$ cat src/rtl/psum_acc.sv
// Partial-sum accumulator: read-modify-write of a psum buffer,
// two-stage pipeline with same-address forwarding and saturation.
module psum_acc #(
  parameter int PSUM_WIDTH      = 24,
  parameter int PSUM_ADDR_WIDTH = 7
) (
  input  logic                                    clk,
  input  logic                                    rst_n,
  input  logic                                    datain_val,
  output logic                                    datain_rdy,
  input  logic [PSUM_WIDTH+PSUM_ADDR_WIDTH:0]     datain,
  input  logic                                    fnh_in,
  output logic                                    fnh_out,
  input  logic                                    ram_gnt,
  output logic                                    rd_en,
  output logic [PSUM_ADDR_WIDTH-1:0]              rd_addr,
  input  logic [PSUM_WIDTH-1:0]                   rd_data,
  output logic                                    wr_en,
  output logic [PSUM_ADDR_WIDTH-1:0]              wr_addr,
  output logic [PSUM_WIDTH-1:0]                   wr_data,
  output logic [15:0]                             acc_cnt
);

  localparam int PW = PSUM_WIDTH;
  localparam int AW = PSUM_ADDR_WIDTH;
  localparam logic [PW-1:0] SMAX = {1'b0, {(PW-1){1'b1}}};
  localparam logic [PW-1:0] SMIN = {1'b1, {(PW-1){1'b0}}};

  typedef struct packed {
    logic          first;
    logic [PW-1:0] psum;
    logic [AW-1:0] addr;
  } tok_t;

  typedef enum logic [1:0] {RUN, DRAIN, DONE} state_t;

  state_t        state;
  state_t        state_nxt;
  tok_t          in_tok;
  tok_t          s1;
  logic          s1_vld;
  logic          fwd_vld;
  logic          accept;
  logic [PW-1:0] opnd;
  logic [PW:0]   sum_ext;
  logic [PW-1:0] sum_sat;

  assign in_tok     = datain;
  assign datain_rdy = rst_n && (state == RUN) && ram_gnt;
  assign accept     = datain_val && datain_rdy;
  assign rd_en      = accept && !in_tok.first;
  assign rd_addr    = rd_en ? in_tok.addr : '0;
  assign fnh_out    = (state == DONE);

  // The write register doubles as the forwarding source; it holds
  // the newest value of wr_addr until the next write replaces it.
  always_comb begin
    opnd = rd_data;
    if (s1.first)
      opnd = '0;
    else if (fwd_vld && (wr_addr == s1.addr))
      opnd = wr_data;
    sum_ext = {opnd[PW-1], opnd} + {s1.psum[PW-1], s1.psum};
    sum_sat = sum_ext[PW-1:0];
    if (sum_ext[PW] != sum_ext[PW-1])
      sum_sat = sum_ext[PW] ? SMIN : SMAX;
  end

  always_comb begin
    state_nxt = state;
    unique case (state)
      RUN:     if (fnh_in && !accept) state_nxt = DRAIN;
      DRAIN:   if (!s1_vld && !wr_en) state_nxt = DONE;
      DONE:    state_nxt = RUN;
      default: state_nxt = RUN;
    endcase
  end

  always_ff @(posedge clk) begin
    if (!rst_n) begin
      state   <= RUN;
      s1_vld  <= 1'b0;
      s1      <= '0;
      fwd_vld <= 1'b0;
      wr_en   <= 1'b0;
      wr_addr <= '0;
      wr_data <= '0;
      acc_cnt <= '0;
    end else begin
      state  <= state_nxt;
      s1_vld <= accept;
      if (accept)
        s1 <= in_tok;
      wr_en <= s1_vld;
      if (s1_vld) begin
        wr_addr <= s1.addr;
        wr_data <= sum_sat;
        fwd_vld <= 1'b1;
      end
      if (wr_en)
        acc_cnt <= acc_cnt + 16'd1;
    end
  end

endmodule
$ cat config.mk
export PLATFORM = sky130hd
export DESIGN_NAME = psum_acc
export DESIGN_NICKNAME = d
export VERILOG_FILES = /design/src/rtl/psum_acc.sv
export SDC_FILE = /design/constraint.sdc
export NUM_CORES = 1
export LEC_CHECK = 0
export BUFFER_PORTS_ARGS = -buffer_cell sky130_fd_sc_hd__buf_4
export CAP_MARGIN = 30
export CORE_MARGIN = 2
export CORE_UTILIZATION = 57
export CTS_CLUSTER_DIAMETER = 100
export DETAILED_ROUTE_END_ITERATION = 10
export PLACE_DENSITY = 0.87
export SLEW_MARGIN = 10
export SYNTH_ARGS = -nofsm -noshare
export SYNTH_HDL_FRONTEND = slang
export SYNTH_SLANG_ARGS = --single-unit
$ cat constraint.sdc
create_clock -name clk -period 11.8 [get_ports clk]
set_input_delay 1.18 -clock clk [delete_from_list [all_inputs] [get_ports clk]]
set_output_delay 1.18 -clock clk [all_outputs]
set_load 0.03 [all_outputs]
==> impl_metrics.toml <==
[status]
status = "finished clean"

[synthesis]
yosysTopAreaCell = "dfxtp_1"
synthCells = 619
ys_seq_area_frac = 0.3271
synth.mux.area_fraction = 0.06425
synth_area_per_cell_um2 = 8.306
synth_compound_gate_area_share = 0.2044
synth_cell_type_count = 56
synthArstFlopShare = 0
synth_xor_area_frac = 0.06644
yosys_warnings = 0
yosysMostFrequentCell = "nand2_1"
synth-simple-area-share = 0.1816
synthFlopType = "dfxtp_1"
synth_area_um2 = 5141
ys_ff_latch = 84
syn_nets = 706
ys_top_cells_by_count = "nand2_1, dfxtp_1, a21oi_1, o21ai_0, nor2_1"
synthAdderAreaFrac = 0.1100
yosys-top-cells-area = "dfxtp_1, nand2_1, mux2i_1"
synth_top_cell_area_share = 0.3271
synth_edf_count = 0
synth_top_family_by_area = "compound AO/OA/AOI/OAI gates"

[cts]
clk_latency_ns = 0.38
root_buffer = "clkbuf_8"
cts_tree = "done"
numCtsBuffers = 9
post_cts_resized = 0
ctsHoldBuffers = 0
cts.reportedPaths.clkPinSlew_ns = 0.09
clock-sinks = 84
h-tree-depth = 3
cts_setup_buffers = 0
cts_buffer_depth = 2

[floorplanning]
row_count = 34
initial_core_util = 0.5895
fp.dieW_um = 98.97
core_area_um2 = 8721
die_h_um = 98.97
ios = 119
dieArea_um2 = 9795

[power_and_ir_drop]
p_leak_nw = 2.595
seqPwrFrac = 0.448
p_int_mw = 0.4472
peakVddDrop_uv = 57.68
powerDensity_nw_per_um2 = 106.7
power_mw = 0.6698
share_comb_of_total_power = 0.235
power.share.switching = 0.3323
power.share.clock = 0.317
switchingPower_mw = 0.2226

[placed_design]
dpl_cell_area_um2 = 6042
hpwl_mm = 9.088
place.gp.congestion = 0.9137
portBuffers = 118

[critical_path]
start_kind = "primary input"
critPathCaptureType = "output pin"
worstPathArrival_ns = 3.28
path_max_fanout = 82
path_class = "in -> out"
cp.required_ns = 10.62

[sta]
hold_slack_ns = 0.4777
final.min_clock_period_ns = 4.456
rsz0062_at_grt = "no"
period_share = 0.3777
worst_slew_pin_slew_ns = 0.8308
finalSetupViolCount = 0
hold_viol = 0
tns_ns = 0
timing.slew.headroom = 0.4403
skew_ns = 0.01348
slew_viol_final = 0
max_freq_mhz = 224.4

[detailed_routing]
wirelength_mm = 12.91
drc = 0
detail_route.wl_per_cell_um = 15.54
viasPerCell = 5.759
num_vias = 4786
ant_nets = 0
drt_iter0_markers = 234
drtPass1Iterations = 5

[global_routing]
grt_use_met2 = 0.4356
grt_pass1_vias = 4431
antenna_found_initial = 0
grt_pass1_wl_mm = 20.71
grt_max_degree = 83
grt.busiest_layer = "met2"
met3_usage = 0.05248
overflow = 0
track_usage = 0.2569
met1_usage = 0.3379

[finish]
syn_to_final_growth_pct = 22.10
multi_input_area_um2 = 3232
layout-drive-gt1-share = 0.2407
num_antenna_cells = 0
seqCellArea_um2 = 1683
final_area_um2 = 6277
fillCellCount = 652
nets = 805

[flow_run]
drv_cap = 0

[min_path]
hold_class = "reg -> reg"
==> worst paths after layout <==
| check | from | endpoint | slack [ns] | depth (start not counted) |
|---|---|---|---|---|
| max reg2reg | wr_addr[6] | wr_data[11] | 7.36 | 16 |
| max | rst_n | rd_addr[0] | 7.34 | 8 |
| min | s1[22] | s1[22] | 0.48 | 2 |
| min reg2reg | s1[22] | s1[22] | 0.48 | 2 |
==> final cells by class <==
cell class	instances	area share
Timing Repair Buffer	125	0.1559
Clock inverter	7	0.01216
Clock buffer	9	0.01973
Multi-Input combinational cell	485	0.5148
Inverter	13	0.007774
Sequential cell	84	0.2681
Tap cell	108	0.02153
==> worst max-delay path, stage by stage <==
cell and delay, ns:
buf_4 0.50, nand2b_1 0.19, nor3b_1 0.31, nand2_1 0.09, buf_4 0.26, nor2_1 0.39, and2_1 0.20, buf_4 0.16
==> layer usage <==
layer  wire, um  vias to the layer above
met5          0                        -
met4        145                        0
met3        875                       18
met2       6255                      177
met1       5634                     2237
li1           -                     2354
==> per-stage QoR <==
step                      instances  setup slack, ns    util
after floorplan                 619            6.945       -
after global placement          812            7.466  0.6897
final                           831            7.344  0.7198
after global routing            831            7.092  0.7198
after detailed placement        813            7.344  0.6928
after CTS                       829            7.319  0.7158
==> logic make-up after synthesis <==
| family | Yosys count |
|---|---|
| mux | 33 |
| fa+ha+maj | 47 |
| flops | 84 |
| buf+inv | 50 |
| xor+xnor | 39 |
| simple gates | 200 |
| compound gates | 166 |
==> registers in the layout (all words and copies together), names as in the netlist <==
register	flops
s1	32
acc_cnt	16
wr_addr	7
fwd_vld	1
state	2
s1_vld	1
wr_en	1
wr_data	24
==> power groups by stage <==
stage | registers [mW] | logic [mW] | clock network, mW
after global routing | 0.301 | 0.171 | 0.228
after global placement | 0.308 | 0.147 | 0
after CTS | 0.302 | 0.153 | 0.214
after detailed placement | 0.309 | 0.151 | 0
after floorplan | 0.314 | 0.104 | 0
final | 0.300 | 0.157 | 0.212
==> layout by cell type, fill, tap and decap left out, types with 9 or more instances in the layout <==
cell | synthesis | routed
a21oi_1 | 50 | 50
ha_1 | 25 | 25
xor2_1 | 16 | 15
inv_1 | 13 | 13
a21boi_0 | 36 | 36
nor2b_1 | 12 | 12
nor2_1 | 37 | 36
mux2i_1 | 33 | 33
clkbuf_8 | 1 | 9
o21ai_0 | 40 | 40
nand4_1 | 9 | 9
dfxtp_1 | 84 | 83
xnor2_1 | 23 | 23
buf_4 | 2 | 122
and2_1 | 18 | 18
maj3_2 | 18 | 18
nand2_1 | 89 | 89
Power figures use the tool's default switching activity.
